--- src/rtl/rtc_pkg.sv ---
// Shared types, digit limits and helpers for the BCD real-time clock.
// Used by rtc_prescaler and rtc_timekeeper.
package rtc_pkg;

    typedef struct packed {
        logic [3:0] h_t;
        logic [3:0] h_u;
        logic [3:0] m_t;
        logic [3:0] m_u;
        logic [3:0] s_t;
        logic [3:0] s_u;
    } rtc_time_t;

    localparam logic [3:0] UNIT_MAX = 4'd9;
    localparam logic [3:0] TENS_MAX = 4'd5;
    localparam logic [7:0] HOUR_MAX = 8'h23;
    localparam logic [2:0] WDAY_MAX = 3'd6;

    // BCD compare against 8'h23 is exact once the hour unit digit is known to be <= 9
    function automatic logic time_valid(input rtc_time_t t);
        logic [7:0] hr;
        hr = {t.h_t, t.h_u};
        return (t.s_u <= UNIT_MAX) && (t.m_u <= UNIT_MAX) && (t.h_u <= UNIT_MAX) &&
               (t.s_t <= TENS_MAX) && (t.m_t <= TENS_MAX) && (hr <= HOUR_MAX);
    endfunction

    function automatic logic [7:0] hour_to_12h(input logic [7:0] hr);
        logic [7:0] res;
        case (hr)
            8'h00:   res = 8'h12;
            8'h13:   res = 8'h01;
            8'h14:   res = 8'h02;
            8'h15:   res = 8'h03;
            8'h16:   res = 8'h04;
            8'h17:   res = 8'h05;
            8'h18:   res = 8'h06;
            8'h19:   res = 8'h07;
            8'h20:   res = 8'h08;
            8'h21:   res = 8'h09;
            8'h22:   res = 8'h10;
            8'h23:   res = 8'h11;
            default: res = hr;
        endcase
        return res;
    endfunction

endpackage

--- src/rtl/rtc_prescaler.sv ---
// Divides clk down to a one-cycle tick every CLK_DIV enabled cycles.
// Clear has priority; a disabled prescaler holds its count.
module rtc_prescaler
    import rtc_pkg::*;
#(
    parameter int CLK_DIV = 50_000_000
) (
    input  logic clk,
    input  logic rst,
    input  logic i_en,
    input  logic i_clr,
    output logic o_tick
);

    localparam int CW = (CLK_DIV > 1) ? $clog2(CLK_DIV) : 1;
    localparam logic [CW-1:0] LAST = CW'(CLK_DIV - 1);

    logic [CW-1:0] r_cnt;

    assign o_tick = i_en && (r_cnt == LAST);

    // Cycle counter: clear, wrap on tick, otherwise count while enabled
    always_ff @(posedge clk or posedge rst) begin
        if (rst) begin
            r_cnt <= '0;
        end else if (i_clr) begin
            r_cnt <= '0;
        end else if (o_tick) begin
            r_cnt <= '0;
        end else if (i_en) begin
            r_cnt <= r_cnt + 1'b1;
        end else begin
            r_cnt <= r_cnt;
        end
    end

endmodule

--- src/rtl/rtc_timekeeper.sv ---
// BCD HH:MM:SS real-time clock with validated load, 12/24 h display and N alarms.
// Optional weekday counter and per-alarm day masks when RTC_WEEKDAY_EN is defined.
module rtc_timekeeper
    import rtc_pkg::*;
#(
    parameter int CLK_DIV = 50_000_000,
    parameter int N_ALARM = 2
) (
    input  logic                   clk,
    input  logic                   rst,
    input  logic                   tick_en,
    input  logic                   mode_12h,
    input  logic                   set_valid,
    input  logic [23:0]            set_time,
    output logic                   set_err,
    input  logic [N_ALARM-1:0]     alarm_en,
    input  logic [16*N_ALARM-1:0]  alarm_time,
    input  logic [N_ALARM-1:0]     alarm_ack,
    output logic [N_ALARM-1:0]     alarm_out,
    output logic [23:0]            time_bcd,
    output logic [23:0]            disp_bcd,
    output logic                   pm,
    output logic                   sec_tick,
    output logic                   day_wrap
`ifdef RTC_WEEKDAY_EN
    ,
    input  logic [2:0]             set_weekday,
    output logic [2:0]             weekday,
    input  logic [7*N_ALARM-1:0]   alarm_day_mask
`endif
);

    rtc_time_t          r_time;
    rtc_time_t          w_set;
    rtc_time_t          w_inc;
    rtc_time_t          w_next;
    logic               w_tick;
    logic               w_load_ok;
    logic               w_load_bad;
    logic               w_adv;
    logic               w_upd;
    logic               w_c_su;
    logic               w_c_st;
    logic               w_c_mu;
    logic               w_c_mt;
    logic               w_wrap;
    logic [7:0]         w_hour;
    logic [7:0]         w_disp_hr;
    logic [N_ALARM-1:0] w_trig;

    assign w_set  = rtc_time_t'(set_time);
    assign w_hour = {r_time.h_t, r_time.h_u};

`ifdef RTC_WEEKDAY_EN
    logic [2:0] r_wday;
    logic [2:0] w_wday_next;

    assign w_load_ok = set_valid && time_valid(w_set) && (set_weekday <= WDAY_MAX);
`else
    assign w_load_ok = set_valid && time_valid(w_set);
`endif

    assign w_load_bad = set_valid && !w_load_ok;
    // A load strobe, accepted or not, owns the cycle; a coinciding tick is dropped
    assign w_adv      = w_tick && !set_valid;
    assign w_upd      = w_load_ok || w_adv;

    rtc_prescaler #(
        .CLK_DIV (CLK_DIV)
    ) u_prescaler (
        .clk    (clk),
        .rst    (rst),
        .i_en   (tick_en),
        .i_clr  (w_load_ok),
        .o_tick (w_tick)
    );

    assign w_c_su = (r_time.s_u == UNIT_MAX);
    assign w_c_st = w_c_su && (r_time.s_t == TENS_MAX);
    assign w_c_mu = w_c_st && (r_time.m_u == UNIT_MAX);
    assign w_c_mt = w_c_mu && (r_time.m_t == TENS_MAX);
    assign w_wrap = w_c_mt && (w_hour == HOUR_MAX);

    // Ripple-carry BCD increment of the current time by one second
    always_comb begin
        w_inc     = r_time;
        w_inc.s_u = w_c_su ? 4'd0 : r_time.s_u + 4'd1;
        w_inc.s_t = w_c_st ? 4'd0 : (w_c_su ? r_time.s_t + 4'd1 : r_time.s_t);
        w_inc.m_u = w_c_mu ? 4'd0 : (w_c_st ? r_time.m_u + 4'd1 : r_time.m_u);
        w_inc.m_t = w_c_mt ? 4'd0 : (w_c_mu ? r_time.m_t + 4'd1 : r_time.m_t);
        if (w_wrap) begin
            w_inc.h_t = 4'd0;
            w_inc.h_u = 4'd0;
        end else if (w_c_mt && (r_time.h_u == UNIT_MAX)) begin
            w_inc.h_t = r_time.h_t + 4'd1;
            w_inc.h_u = 4'd0;
        end else if (w_c_mt) begin
            w_inc.h_t = r_time.h_t;
            w_inc.h_u = r_time.h_u + 4'd1;
        end else begin
            w_inc.h_t = r_time.h_t;
            w_inc.h_u = r_time.h_u;
        end
    end

    // Next time value: accepted load, then second increment, else hold
    always_comb begin
        w_next = r_time;
        if (w_load_ok) begin
            w_next = w_set;
        end else if (w_adv) begin
            w_next = w_inc;
        end else begin
            w_next = r_time;
        end
    end

    // Time register and its one-cycle status pulses
    always_ff @(posedge clk or posedge rst) begin
        if (rst) begin
            r_time   <= '0;
            set_err  <= 1'b0;
            sec_tick <= 1'b0;
            day_wrap <= 1'b0;
        end else begin
            r_time   <= w_next;
            set_err  <= w_load_bad;
            sec_tick <= w_adv;
            day_wrap <= w_adv && w_wrap;
        end
    end

`ifdef RTC_WEEKDAY_EN
    // Weekday follows a load, otherwise advances on the midnight wrap
    always_comb begin
        w_wday_next = r_wday;
        if (w_load_ok) begin
            w_wday_next = set_weekday;
        end else if (w_adv && w_wrap) begin
            w_wday_next = (r_wday == WDAY_MAX) ? 3'd0 : r_wday + 3'd1;
        end else begin
            w_wday_next = r_wday;
        end
    end

    // Weekday register
    always_ff @(posedge clk or posedge rst) begin
        if (rst) begin
            r_wday <= 3'd0;
        end else begin
            r_wday <= w_wday_next;
        end
    end

    assign weekday = r_wday;
`endif

    for (genvar gi = 0; gi < N_ALARM; gi++) begin : g_alarm
        logic [15:0] w_at;
        logic        w_day_ok;

        assign w_at = alarm_time[16*gi +: 16];
`ifdef RTC_WEEKDAY_EN
        logic [7:0] w_mask;
        assign w_mask   = {1'b0, alarm_day_mask[7*gi +: 7]};
        assign w_day_ok = w_mask[w_wday_next];
`else
        assign w_day_ok = 1'b1;
`endif
        // Seconds are 00 only on the first update of a minute, so this fires once per minute
        assign w_trig[gi] = w_upd && alarm_en[gi] && w_day_ok &&
                            ({w_next.s_t, w_next.s_u} == 8'h00) &&
                            ({w_next.h_t, w_next.h_u, w_next.m_t, w_next.m_u} == w_at);
    end

    // Alarm flags: trigger beats ack; disable clears and blocks
    always_ff @(posedge clk or posedge rst) begin
        if (rst) begin
            alarm_out <= '0;
        end else begin
            alarm_out <= w_trig | (alarm_out & alarm_en & ~alarm_ack);
        end
    end

    assign w_disp_hr = mode_12h ? hour_to_12h(w_hour) : w_hour;
    assign time_bcd  = r_time;
    assign disp_bcd  = {w_disp_hr, r_time.m_t, r_time.m_u, r_time.s_t, r_time.s_u};
    assign pm        = (w_hour >= 8'h12);

endmodule

--- config.mk ---
export PLATFORM = sky130hd
export DESIGN_NAME = rtc_timekeeper
export DESIGN_NICKNAME = d
export VERILOG_FILES = /design/src/rtl/rtc_pkg.sv /design/src/rtl/rtc_prescaler.sv /design/src/rtl/rtc_timekeeper.sv
export SDC_FILE = /design/constraint.sdc
export NUM_CORES = 1
export LEC_CHECK = 0
export CORE_MARGIN = 4
export CORE_UTILIZATION = 45
export DETAILED_ROUTE_END_ITERATION = 10
export GPL_TIMING_DRIVEN = 0
export PLACE_DENSITY = 0.74
export SLEW_MARGIN = 20
export SYNTH_ARGS = -nofsm -noshare
export SYNTH_HDL_FRONTEND = slang
export SYNTH_SLANG_ARGS = --single-unit
export TNS_END_PERCENT = 5
--- constraint.sdc ---
create_clock -name clk -period 4.26 [get_ports clk]
set_input_delay 0.852 -clock clk [delete_from_list [all_inputs] [get_ports clk]]
set_output_delay 0.852 -clock clk [all_outputs]
set_load 0.03 [all_outputs]
==> results of run 1 <==
[metal layers]
layer  vias up  wire length, µm  track usage [%]
li1       2443                -                -
met4         0              359             6.89
met3        29             1570             3.59
met1      2508             7810             40.3
met2       262             8320             45.8
met5         -                0                0
[report_power, final]
part | leakage (nW) | internal (mW) | switching [mW]
Sequential | 0.743 | 0.567 | 0.0667
Combinational | 1.71 | 0.266 | 0.317
Clock | 0.0522 | 0.137 | 0.209
Total | 2.51 | 0.971 | 0.592
[cell usage after synthesis, drive strengths merged (5+ instances only)]
cell	number	area, µm²
nor2b	6	37.5
and4	7	62.6
or3	9	61.3
nor3	26	135
nand3	30	150
o211ai	11	82.6
buf	23	163
xnor2	39	342
a21boi	5	37.5
and3	7	43.8
dfrtp	55	1380
xor2	22	193
nor4	13	81.3
or4	5	41.3
clkbuf	19	71.3
mux2i	11	110
nand4	23	159
nand2	36	135
a21oi	26	130
or2	7	43.8
nor2	76	288
inv	27	101
o21ai	35	179
ha	15	188
o22ai	8	50.1
o31ai	5	51.3
[cell families (layout without fill, tap and decap cells)]
family / after synthesis / count (layout) / synth area share, %
flops: 55 / 55 / 28.4
compound gates: 128 / 128 / 17.5
buf+inv: 70 / 196 / 6.98
mux: 13 / 13 / 2.73
fa+ha+maj: 15 / 15 / 3.87
xor+xnor: 61 / 61 / 11.0
simple gates: 264 / 264 / 29.6
[worst paths after layout]
check                           cells after the start                   from                     to
worst min register to register                      2  u_prescaler.r_cnt[22]  u_prescaler.r_cnt[22]
max in group asynchronous                           2                    rst           time_bcd[21]
worst max-delay path                               10                tick_en           alarm_out[1]
worst min-delay path                                2  u_prescaler.r_cnt[22]  u_prescaler.r_cnt[22]
worst max register to register                     11           disp_bcd[12]           alarm_out[1]
min in group asynchronous                           2                    rst            disp_bcd[9]
[cell type report]
class	count	area share (%)
Buffer	42	3.71
Clock buffer	6	1.31
Clock inverter	2	0.278
Inverter	28	1.71
Multi-Input combinational cell	481	49.8
Sequential cell	55	21.8
Tap cell	136	2.70
Timing Repair Buffer	118	18.7
[metrics by stage]
stage | setup slack (ps) | hold slack (ps) | total power [mW] | cell area, µm² | util (%)
after floorplan | 1060 | 497 | 0.970 | 4850 | -
after global placement | -81.5 | 519 | 1.20 | 6210 | 59.6
after detailed placement | -30.9 | 540 | 1.22 | 6210 | 59.6
after CTS | 306 | 561 | 1.56 | 6310 | 60.6
after global routing | 14.5 | 586 | 1.65 | 6310 | 60.6
final | 225 | 556 | 1.56 | 6310 | 60.6
[sequential cells by signal (all words and copies together), names as in the netlist]
signal             count
sec_tick               1
time_bcd               8
set_err                1
u_prescaler.r_cnt     26
day_wrap               1
alarm_out              2
disp_bcd              16
[worst max-delay path: stages]
cell and delay, ps:
clkdlybuf4s50_1 650, and4b_1 270, nand4_1 430, or3_4 550, or4_4 450, a32o_1 330, a211o_1 250, o21ai_1 180
nand4_1 150, o21ai_1 170
==> flow_summary.toml, run 1 <==
[sta]
rsz0062_at_grt = "false"
finalSetupViolCount = 0
fin_crit_sh_pct = 94.7
hold_violations = 0
skew_ps = 13.0
period_needed_ps = 4040
maxSlewViolCount = 0
max_slew.worst_pin.slew_ps = 769
max_freq_mhz = 248
finalSetupTns_ps = 0
relSlewSlack_pct = 48.8

[floorplanning]
num_io_pins = 119
fp.dieW_um = 112
fp.dieH_um = 112
die_area_um2 = 12500
start_util_pct = 46.6
std_cell_rows = 37
core_area_um2 = 10400

[routing]
drt-pass1-iter-count = 5
drc = 0
drtIter0Drc = 525
vias = 5242
routed_via_density = 6.04
wl_per_cell_um = 20.8
antenna_left = 0
wl_mm = 18.1

[worst_setup_path]
crit_required_ps = 4510
path_max_fanout = 8
cp.arrival_ps = 4290
end_kind = "register"
r2r_setup_slack_ps = 700
path_class = "input pin to register"
crit_path_start_kind = "input pin"

[global_routing]
first_global_vias = 5107
antenna_found_initial = 0
overflow = 0
grt_max_degree = 56
grt_usage_pct = 28.3
grt_pass1_wl_mm = 28.3

[final_layout]
final_common_cell = "clkdlybuf4s50_1"
nFillCells = 956
drive_gt1_share_pct = 7.38
nNetsFinal = 811
area_growth_pct = 29.9
fin_cells = 868
seqCellArea_um2 = 1380
multiInputGateArea_um2 = 3140
final_cell_mix = "clkdlybuf4s50_1, nor2_1, dfrtp_1"
diodes = 0

[pwr]
vdd_ir_drop_max_mv = 0.183
total_leakage_power_nw = 2.51
p_per_area_nw_per_um2 = 248

[cts]
ctsResizeCount = 0
cts_tree = "yes"
clk_pin_slew_ps = 110
cts_root_buf = "clkbuf_8"
hold_buffers = 0
cts_buffers = 5
worstSkewPairLatency_ps = 330
cts.sinks = 55
cts_max_level = 2
clockBufferDepth = 2
cts_setup_buffers = 0

[placement]
place_congestion = 0.968
post-place-cells = 860
dp_hpwl_mm = 14.1
port_buffers = 118

[synthesis]
synthesis.area_um2 = 4850
synth_cells = 606
yosysSeqAreaShare_pct = 28.4
synthArstFlopShare_pct = 100
yosysWarnings = 0
synth_edf_count = 0
synth-main-ff-cell = "dfrtp_1"
synth.distinct_cells = 69
ys_ff_latch = 55
synth_area_per_cell_um2 = 8.01
postSynthNetCount = 686

[status]
status = "finished clean"

[job]
max-cap-violations = 0

[hold_path]
hp-class = "register to register"
(Power assumes the default switching activity.)
==> run 2: changes to the inputs <==
CAP_MARGIN = 20   (was not set)
==> results of run 2 <==
Same layout as run 1: the final DEF is identical, and so are final timing and power.
==> run 3: changes to the inputs <==
CORE_MARGIN = 2   (was 4)
SLEW_MARGIN = not set   (was 20)
==> flow_summary.toml, run 3 (synthesis gave the netlist of run 1 again) <==
[status]
status = "finished clean"

[pwr]
p_total_mw = 1.55
total_leakage_power_nw = 2.52
p_per_area_nw_per_um2 = 245
vdd_ir_drop_max_mv = 0.155

[routing]
routed_via_density = 6.08
drc = 0
drt-pass1-iter-count = 8
wl_mm = 17.1
antenna_left = 0
wl_per_cell_um = 19.7
vias = 5286
drtIter0Drc = 367

[worst_setup_path]
crit_path_start_kind = "input pin"
r2r_setup_slack_ps = 680
cp.arrival_ps = 4350
reg2reg_from = "disp_bcd[12]"
reg2reg_depth = 11
crit_required_ps = 4520
path_class = "input pin to register"
end_kind = "register"
r2r-end = "alarm_out[1]"
path_max_fanout = 10

[cts]
cts_root_buf = "clkbuf_8"
cts.sinks = 55
hold_buffers = 0
cts_tree = "yes"
clockBufferDepth = 2
cts_buffers = 5
cts_max_level = 2
cts_setup_buffers = 0
worstSkewPairLatency_ps = 330
clk_pin_slew_ps = 100
ctsResizeCount = 0

[global_routing]
overflow = 0
grt_pass1_wl_mm = 26.6
antenna_found_initial = 0
grt_max_degree = 39
grt_usage_pct = 29.7
first_global_vias = 5049

[sta]
relSlewSlack_pct = 52.1
finalSetupViolCount = 0
period_needed_ps = 4090
setup_ws_ps = 171
max_freq_mhz = 245
max_slew.worst_pin.slew_ps = 715
fin_crit_sh_pct = 96.0
hold_violations = 0
finalSetupTns_ps = 0
rsz0062_at_grt = "false"
maxSlewViolCount = 0
skew_ps = 5.80

[floorplanning]
num_io_pins = 119
die_area_um2 = 11600
std_cell_rows = 37
fp.dieW_um = 108
core_area_um2 = 10400
start_util_pct = 46.6
fp.dieH_um = 108

[final_layout]
nFillCells = 987
drive_gt1_share_pct = 7.50
utilization_pct = 60.7
final_cell_mix = "clkdlybuf4s50_1, nor2_1, dfrtp_1"
final_common_cell = "clkdlybuf4s50_1"
multiInputGateArea_um2 = 3140
nNetsFinal = 812
regMostFlops = "u_prescaler.r_cnt"
diodes = 0
area_growth_pct = 30.3
largest_reg_flops = 26
fin_cells = 869
seqCellArea_um2 = 1380

[hold_path]
holdPathStages = 2
hp-class = "register to register"
min_to = "alarm_out[1]"
hp-start = "alarm_out[1]"

[placement]
place_ws_ps = -31.8
place_congestion = 0.937
post-place-cells = 861
port_buffers = 118
dp_hpwl_mm = 13.5

[job]
max-cap-violations = 0
==> run 3: cell count changes in the layout (fill, tap and decap cells not counted) <==
cell	previous run	this run
buf_12	0	1
inv_2	0	1
inv_4	1	0
==> run 3: cell type report <==
class,instances,area share (%)
multi-input combinational,481,49.6
tap,136,2.69
buffer,42,3.70
clock inverter,2,0.277
clock buffer,6,1.31
inverter,28,1.66
sequential,55,21.8
timing repair buffer,119,19.0
==> run 3: worst max-delay path, cell delays in order <==
cell and delay [ps]:
clkdlybuf4s50_1 500, o21ai_0 560, nand4_1 200, nor2_1 370, clkbuf_1 520, buf_1 440
nor3_1 100, a2111oi_0 370, nand4_1 250, o21ai_1 180
==> run 3: how the worst max path moves through the flow <==
stage	from	endpoint	slack (ps)	cells after the start
2_1_floorplan	time_bcd[16]	disp_bcd[16]	1060	7
3_3_place_gp	tick_en	alarm_out[0]	-50	11
3_5_place_dp	set_time[10]	alarm_out[1]	-30	10
4_1_cts	tick_en	alarm_out[0]	300	11
5_1_grt	set_time[9]	alarm_out[1]	20	10
6_report	set_time[9]	alarm_out[1]	170	10
==> run 3: power breakdown <==
group          internal, mW  switching, mW
Sequential            0.567         0.0645
Clock                 0.137          0.197
Combinational         0.268          0.315
Total                 0.973          0.576
==> run 3: layer usage <==
metal	global-route usage, %	vias up	wire length (µm)
li1	-	2447	-
met1	40.2	2498	7270
met2	48.5	304	7990
met3	4.24	37	1380
met4	10.1	0	458
met5	0	-	0
==> run 3: metrics by stage <==
step	hold WS (ps)	instance area, µm²
6_report	542	6330
5_1_grt	558	6330
4_1_cts	547	6330
3_5_place_dp	521	6230
3_3_place_gp	522	6210
2_1_floorplan	497	4850
